**src/rtl/hazard_scoreboard.sv**
```systemverilog
// rtl/hazard_scoreboard.sv - E/M/W shadow scoreboard driving stalls, flushes, forwarding selects and perf counters
module hazard_scoreboard #(
  parameter int REG_AW = 5,
  parameter bit FWD_EN = 1'b1,
  parameter int CNT_W  = 32
) (
  input  logic              clk,
  input  logic              rst,
  input  logic              id_valid,
  input  logic [REG_AW-1:0] id_rs1,
  input  logic [REG_AW-1:0] id_rs2,
  input  logic              id_rs1_used,
  input  logic              id_rs2_used,
  input  logic [REG_AW-1:0] id_rd,
  input  logic              id_regwrite,
  input  logic              id_is_load,
  input  logic              ex_redirect,
  input  logic              mem_busy,
  output logic              stall_f,
  output logic              stall_d,
  output logic              stall_e,
  output logic              stall_m,
  output logic              flush_d,
  output logic              flush_e,
  output logic [1:0]        fwd_a_e,
  output logic [1:0]        fwd_b_e,
  output logic              fwd_a_d,
  output logic              fwd_b_d,
  output logic [CNT_W-1:0]  cnt_stall,
  output logic [CNT_W-1:0]  cnt_flush,
  output logic [CNT_W-1:0]  cnt_retire
);

  logic              eV, eRw, eLd, eU1, eU2;
  logic [REG_AW-1:0] eRd, eRs1, eRs2;
  logic              mV, mRw, mLd;
  logic [REG_AW-1:0] mRd;
  logic              wV, wRw;
  logic [REG_AW-1:0] wRd;
  logic              rawStall;

  function automatic logic writes(input logic v, input logic rw,
                                  input logic [REG_AW-1:0] rd, input logic [REG_AW-1:0] r);
    return v & rw & (rd == r) & (r != '0);
  endfunction

  // With forwarding only a load in E cannot be bypassed; without it every in-flight writer blocks.
  always_comb begin
    rawStall = 1'b0;
    if (FWD_EN) begin
      rawStall = id_valid & eLd &
                 ((id_rs1_used & writes(eV, eRw, eRd, id_rs1)) |
                  (id_rs2_used & writes(eV, eRw, eRd, id_rs2)));
    end else begin
      rawStall = id_valid &
                 ((id_rs1_used & (writes(eV, eRw, eRd, id_rs1) | writes(mV, mRw, mRd, id_rs1) |
                                  writes(wV, wRw, wRd, id_rs1))) |
                  (id_rs2_used & (writes(eV, eRw, eRd, id_rs2) | writes(mV, mRw, mRd, id_rs2) |
                                  writes(wV, wRw, wRd, id_rs2))));
    end
  end

  always_comb begin
    stall_f = 1'b0;
    stall_d = 1'b0;
    stall_e = 1'b0;
    stall_m = 1'b0;
    flush_d = 1'b0;
    flush_e = 1'b0;
    if (rst) begin
      flush_d = 1'b1;
      flush_e = 1'b1;
    end else if (mem_busy) begin
      stall_f = 1'b1;
      stall_d = 1'b1;
      stall_e = 1'b1;
      stall_m = 1'b1;
    end else if (ex_redirect) begin
      flush_d = 1'b1;
      flush_e = 1'b1;
    end else if (rawStall) begin
      stall_f = 1'b1;
      stall_d = 1'b1;
      flush_e = 1'b1;
    end
  end

  always_comb begin
    fwd_a_e = 2'b00;
    fwd_b_e = 2'b00;
    fwd_a_d = 1'b0;
    fwd_b_d = 1'b0;
    if (FWD_EN && !rst) begin
      if (eU1 && writes(mV, mRw, mRd, eRs1))      fwd_a_e = 2'b10;
      else if (eU1 && writes(wV, wRw, wRd, eRs1)) fwd_a_e = 2'b01;
      if (eU2 && writes(mV, mRw, mRd, eRs2))      fwd_b_e = 2'b10;
      else if (eU2 && writes(wV, wRw, wRd, eRs2)) fwd_b_e = 2'b01;
      fwd_a_d = id_valid & id_rs1_used & writes(wV, wRw, wRd, id_rs1);
      fwd_b_d = id_valid & id_rs2_used & writes(wV, wRw, wRd, id_rs2);
    end
  end

  always_ff @(posedge clk) begin
    if (rst) begin
      eV <= 1'b0; eRw <= 1'b0; eLd <= 1'b0; eU1 <= 1'b0; eU2 <= 1'b0;
      eRd <= '0; eRs1 <= '0; eRs2 <= '0;
      mV <= 1'b0; mRw <= 1'b0; mLd <= 1'b0; mRd <= '0;
      wV <= 1'b0; wRw <= 1'b0; wRd <= '0;
      cnt_stall  <= '0;
      cnt_flush  <= '0;
      cnt_retire <= '0;
    end else if (mem_busy) begin
      if (cnt_stall != '1) cnt_stall <= cnt_stall + CNT_W'(1);
    end else begin
      wV <= mV; wRw <= mRw; wRd <= mRd;
      mV <= eV; mRw <= eRw; mRd <= eRd; mLd <= eLd;
      // Bubbles carry no source-used bits so they never request a forward.
      if (ex_redirect || rawStall) begin
        eV <= 1'b0; eRw <= 1'b0; eLd <= 1'b0; eU1 <= 1'b0; eU2 <= 1'b0;
        eRd <= '0; eRs1 <= '0; eRs2 <= '0;
      end else begin
        eV <= id_valid; eRw <= id_regwrite; eLd <= id_is_load;
        eU1 <= id_rs1_used; eU2 <= id_rs2_used;
        eRd <= id_rd; eRs1 <= id_rs1; eRs2 <= id_rs2;
      end
      if (ex_redirect) begin
        if (cnt_flush != '1) cnt_flush <= cnt_flush + CNT_W'(1);
      end else if (rawStall) begin
        if (cnt_stall != '1) cnt_stall <= cnt_stall + CNT_W'(1);
      end
      if (wV && cnt_retire != '1) cnt_retire <= cnt_retire + CNT_W'(1);
    end
  end

  // A load still in M must never be a forwarding source; the load-use stall keeps it out of reach.
  always_ff @(posedge clk) begin
    if (!rst && FWD_EN && eV && mLd)
      assert (!((eU1 && writes(mV, mRw, mRd, eRs1)) || (eU2 && writes(mV, mRw, mRd, eRs2))));
  end

endmodule

```
**config.mk**
```make
export PLATFORM = sky130hd
export DESIGN_NAME = hazard_scoreboard
export DESIGN_NICKNAME = d
export VERILOG_FILES = /design/src/rtl/hazard_scoreboard.sv
export SDC_FILE = /design/constraint.sdc
export NUM_CORES = 1
export LEC_CHECK = 0
export BUFFER_PORTS_ARGS = -buffer_cell sky130_fd_sc_hd__buf_2
export CAP_MARGIN = 10
export CORE_ASPECT_RATIO = 1.5
export CORE_MARGIN = 5
export CORE_UTILIZATION = 27
export DETAILED_ROUTE_END_ITERATION = 8
export SLEW_MARGIN = 20
export SYNTH_ARGS = -nofsm -noshare
export SYNTH_HDL_FRONTEND = slang
export SYNTH_SLANG_ARGS = --single-unit
```
**constraint.sdc**
```tcl
create_clock -name clk -period 3.9 [get_ports clk]
set_clock_uncertainty 0.15 [all_clocks]
set_input_delay 0.195 -clock clk [delete_from_list [all_inputs] [get_ports clk]]
set_output_delay 0.195 -clock clk [all_outputs]
set_load 0.03 [all_outputs]
```
# Yosys cells after proc, flatten, opt, wreduce, memory -nomap -nowiden
# Cells that the tools add are included.
[word_totals]
register_bits = 130
input_bits = 24
out_inout_bits = 108
elab_cells = 107
[classes]
n_addsub = 3
eq_ne = 12
mux = 32
n_bitwise = 29
n_reduce_logical = 14
[ops]
columns = ["cell", "n"]
rows = [
  ["two-way mux 32 bit", 4],
  ["adder 32 x 1 -> 32 bit (second input constant)", 3],
  ["!= test 32 bit (second input constant)", 3],
  ["equality test 5 bit", 8],
  ["bitwise AND 1 bit", 27],
  ["two-way mux 1 bit", 21],
  ["nonzero test 5 bit", 4],
  ["two-way mux 5 bit", 3],
  ["two-way mux 2 bit", 4],
  ["logical AND 1 bit", 5],
  ["AND reduction 2 bit", 2],
  ["AND reduction 3 bit", 1],
  ["!= test 2 x 1 -> 1 bit (second input constant)", 1],
  ["nonzero test 2 bit", 1],
  ["logical OR 1 bit", 1],
  ["NOT 1 bit", 1],
  ["OR 1 bit", 1],
]

# Depth between registers and ports, before layout
[logic_depth]
ltp_word = 10
depth_mapped = 9
mapped_depth_nobuf = 8

# Least setup slack after synthesis
# OpenSTA, ideal clock, no wires.
[synth_timing]
kind = "reg-to-reg"
start = "register cnt_stall[3]"
end = "register cnt_stall[31]"
setup_time_ps = 121
arrival_time_ps = 2209
required_time_ps = 3629
setup_slack_ps = 1420
stages_incl_launch_ff = 10
n_path_buf = 2
synth_period_minus_slack_ps = 2480
path_cell_list = "dfxtp_1 and4_1 clkbuf_1 nand4_1 nor3_1 a211o_1 buf_4 nor2_2 nand4_1 mux2_2"
[synth_via]
elab_chain_len = 5
elab_cells_between_ends = 6
[synth_lines]
columns = ["element", "line", "text"]
rows = [
  ["start, declared", "29", "output logic [CNT_W-1:0] cnt_stall,"],
  ["start signal, assigned", "113", "if (cnt_stall != '1) cnt_stall <= cnt_stall + CNT_W'(1);"],
  ["start signal, assigned", "129", "if (cnt_stall != '1) cnt_stall <= cnt_stall + CNT_W'(1);"],
  ["adder 32 x 1 -> 32 bit / != test 32 bit (equally long branches)", "113, 129", ""],
  ["two-way mux 32 bit (*)", "113, 129", ""],
  ["two-way mux 32 bit", "128", "end else if (rawStall) begin"],
  ["two-way mux 32 bit", "126", "if (ex_redirect) begin"],
  ["two-way mux 32 bit (*)", "112", "end else if (mem_busy) begin"],
]
# Mark *: on every way between the ends. The rest lies on a longest branch, timed or not. The select of a mux whose other input is x is not followed.
# A chain may end at the register's enable or synchronous reset.

# Final worst setup path
[layout_timing]
start = "input port id_rs2[3]"
end = "output port stall_f"
[layout_via]
elab_chain_len = 10
elab_cells_between_ends = 11
[layout_lines]
columns = ["element", "line", "text"]
rows = [
  ["start, declared", "11", "input logic [REG_AW-1:0] id_rs2,"],
  ["equality test 5 bit", "--", ""],
  ["bitwise AND 1 bit", "--", ""],
  ["bitwise AND 1 bit (*)", "--", ""],
  ["bitwise AND 1 bit (*)", "53", "(id_rs2_used & writes(eV, eRw, eRd, id_rs2)));"],
  ["OR 1 bit (*)", "52", "((id_rs1_used & writes(eV, eRw, eRd, id_rs1)) |"],
  ["bitwise AND 1 bit (*)", "51", "rawStall = id_valid & eLd &"],
  ["two-way mux 1 bit (*)", "81", "end else if (rawStall) begin"],
  ["two-way mux 1 bit (*)", "78", "end else if (ex_redirect) begin"],
  ["two-way mux 1 bit (*)", "73", "end else if (mem_busy) begin"],
  ["two-way mux 1 bit (*)", "70", "if (rst) begin"],
  ["end, declared", "19", "output logic stall_f,"],
]
# Mark *: on every way between the ends. The rest lies on a longest branch, timed or not.

==> metrics.md <==
| Metric | Value |
|---|---|
| Crit path DAT | ~2.6 ns |
| Final #Nets | ~880 |
| CTS tree | done |
| Top_reg_cell synth | dfxtp_1 |
| Combinational Power Share | 0.052 |
| Post-synth top area cell | dfxtp_1 |
| First-pass GRT wire length | between 20 and 30 mm |
| Residual DRC count | 0 |
| Drt via density | slightly below 5 |
| Power Dens Cells | a little under 400 mW/mm2 |
| Fraction of layout cells with a size suffix above 1 | 0.222 |
| Fin Setup TNS | 0 ns |
| WHS | around 0.035 ns |
| Post-DP Area | 0.00716 mm2 |
| Mean Syn Cell Area | between 8 and 9 um2 |
| Detailed Route Iter0 Violations | between 200 and 300 |
| Static Leak | roughly 3.1 nW |
| Setup CP Type | in -> out |
| Placer Congestion | approximately 0.8 |
| Clock Sinks | between 100 and 150 |
| CTS H-tree lvls | 4 |
| Initial antenna violation count | 0 |
| Commonest cells in the netlist | dfxtp_1, nor2_1, xnor2_1, xor2_1, nand2_1 |
| Total gr overflow | 0 |
| CP startpoint kind | input port |
| Post-DR wirelength/cell | around 15 um |
| Max VDD drop | 0.294 mV |
| Die area | between 0.02 and 0.03 mm2 |
| Worst path top cell family by delay | buffers and inverters |
| N_diodes | 0 |
| Fin area | a little under 0.008 mm2 |
| Die Y | around 200 um |
| Vias in the first global route | approximately 5400 |
| Final Setup Violations | 0 |
| Worst-path fanout max | 4 |
| Yosys reg bits | 130 |
| Post-synth net total | roughly 730 |
| CTS buffer count | 17 |
| Yosys cell types | 55 |
| FMAX | between 300 and 400 MHz |
| Status | finished, final reports clean |
| Post-synth EDFFs | 0 |
| P_sw | between 0.7 and 0.8 mW |
| Sequential cell area fraction in the yosys report | 0.415 |
| Largest net degree at the start of global routing | 70 |
| Max_slew headroom | 0.503 |
| I/O Pins | around 130 |
| Slew Limit Fails | 0 |
| GRT Resource Usage Total | 0.132 |
| Final period utilization | 0.746 |
| Die W | 134 um |
| Initial Utilization | 0.273 |
| Post-DRT Antenna Nets | 0 |
| Total number of vias | between 5000 and 6000 |
| Actual slew at the worst max-slew pin | roughly 0.74 ns |
| Router iterations before antenna repair | 4 |
| Clock Pin Slew Worst Setup and Hold Paths | 0.05 ns |
| HPWL Detailed | roughly 13 mm |
| Core ar. | about 0.023 mm2 |
| Most common cell in the synthesized netlist | dfxtp_1 |
| Crit path cell chain | dlygate4sd3_1 -> buf_2 -> or4_1 -> o21ai_2 -> nor4_2 -> o211ai_1 -> a21oi_1 -> buf_2 |
| Int Pwr | around 2.4 mW |
| WP buf/inv | 3 |
| Post-Syn Area | about 0.0063 mm2 |
| Worst-skew pair later-pin latency | ~0.43 ns |
| Fillers | approximately 2400 |
| Total power | 3.05 mW |
| Unrepaired setup endpoints after global routing | no |
| Max stage delay on crit path | approximately 0.53 ns |
| Sw Ratio | 0.230 |
| IO Port Bufs | roughly 130 |
| Slowest-stage cell, CP | dlygate4sd3_1 |
| Final hold violations | 0 |
| CP required | approximately 3.6 ns |
| Final wirelength | between 15 and 20 mm |
| Ys Warns | 0 |
| Sequential share of power | 0.445 |
| Minimum clock period | 2.91 ns |
| Max clock buf depth | 2 |
| Yosys top cell area share | 0.415 |
| Ys async rst share | 0 |
| Dominant cells by area after synthesis | dfxtp_1, xnor2_1, xor2_1 |
| CP Capture Type | primary output |
| Clock power frac | 0.502 |
| Area Growth Syn to Fin | 26.4% |
| Worst min path class | in -> reg |
| Max cap viols | 0 |
| Synth Instances | 707 |
| Row count | 68 |
| Cell mode on critical path | buf_2 |
| CTS root buf | clkbuf_16 |
[placed cells by master (no fill, tap or decap), drive strengths merged, types with 6 or more instances in the layout]
cell	count
and3	9
clkinv	7
nand2	48
clkbuf	20
a22o	19
nor2b	7
or3	10
inv	6
dlygate4sd3	20
buf	136
nor2	117
xor2	54
nand3	30
or2	7
dfxtp	130
and4	16
or4	7
o21ai	13
a21oi	15
mux2i	14
nand4	29
nor4b	7
nor4	17
nor3	20
xnor2	68
[metal layers]
metal | global-route usage | up-vias | wire length [um]
met5 | 0 | - | 0
met1 | 0.148 | 2634 | 7090
li1 | - | 2744 | -
met4 | 0.0487 | 0 | 310
met3 | 0.0335 | 20 | 761
met2 | 0.239 | 120 | 9180
[worst reg2reg max path: stages (launching register included)]
cell and delay (ns):
dfxtp_1 0.41, and4_1 0.34, nand4_1 0.23, nor3_1 0.32, a211o_1 0.46, nor2_2 0.16, nand4_1 0.13, mux2_2 0.33
[path summary, 6_finish.rpt]
check	depth (start not counted)	slack, ns	end	startpoint
hold / removal	4	0.03	eV$_SDFFE_PP0N_	ex_redirect
hold reg to reg	1	0.33	eU1$_SDFFE_PP0N_	eU1$_SDFFE_PP0N_
setup / recovery	8	0.99	stall_f	id_rs2[3]
setup reg to reg	7	1.26	cnt_stall[31]$_SDFFE_PP0P_	cnt_stall[4]$_SDFFE_PP0P_
[metrics by stage]
stage / cells / worst slack [ns] / util
after floorplan: 707 / 1.42 / -
after global placement: 1089 / 1.31 / 0.312
after detailed placement: 1089 / 1.27 / 0.312
after CTS: 1140 / 0.978 / 0.345
after global routing: 1140 / 0.835 / 0.345
final: 1140 / 0.992 / 0.345
[power by group through the flow]
stage / clock, mW / combinational (mW) / sequential, mW
after detailed placement: 0 / 0.145 / 1.39
after CTS: 1.58 / 0.162 / 1.36
after floorplan: 0 / 0.0962 / 1.39
after global placement: 0 / 0.144 / 1.39
final: 1.53 / 0.160 / 1.36
after global routing: 1.62 / 0.175 / 1.36
[state kept, by name, indices dropped and copies added (netlist names), 5 cells and up]
signal and flops:
mRd 5, cnt_retire 32, wRd 5, cnt_stall 32
eRs1 5, cnt_flush 32, eRd 5, eRs2 5
[layout make-up]
| cell class | instances | area, um2 | area share |
|---|---|---|---|
| sequential | 130 | 2600 | 0.328 |
| tap | 280 | 350 | 0.0442 |
| timing repair buffer | 156 | 896 | 0.113 |
| inverter | 6 | 22.5 | 0.00284 |
| clock buffer | 20 | 447 | 0.0564 |
| multi-input combinational | 537 | 3490 | 0.441 |
| clock inverter | 11 | 114 | 0.0144 |
[timing repair]
item,in CTS,in global routing
hold buffers,20,0
setup endpoints to repair,0,0
hold endpoints to repair,20,0
resized for setup,0,0
setup buffers,0,0
[logic make-up after synthesis]
family,after synthesis,synth area share
simple gates,336,0.286
fa+ha+maj,3,0.00599
flops,130,0.415
mux,17,0.0277
buf+inv,40,0.0279
xor+xnor,122,0.170
compound gates,59,0.0665
No activity file was read; power rests on OpenSTA's default activity.
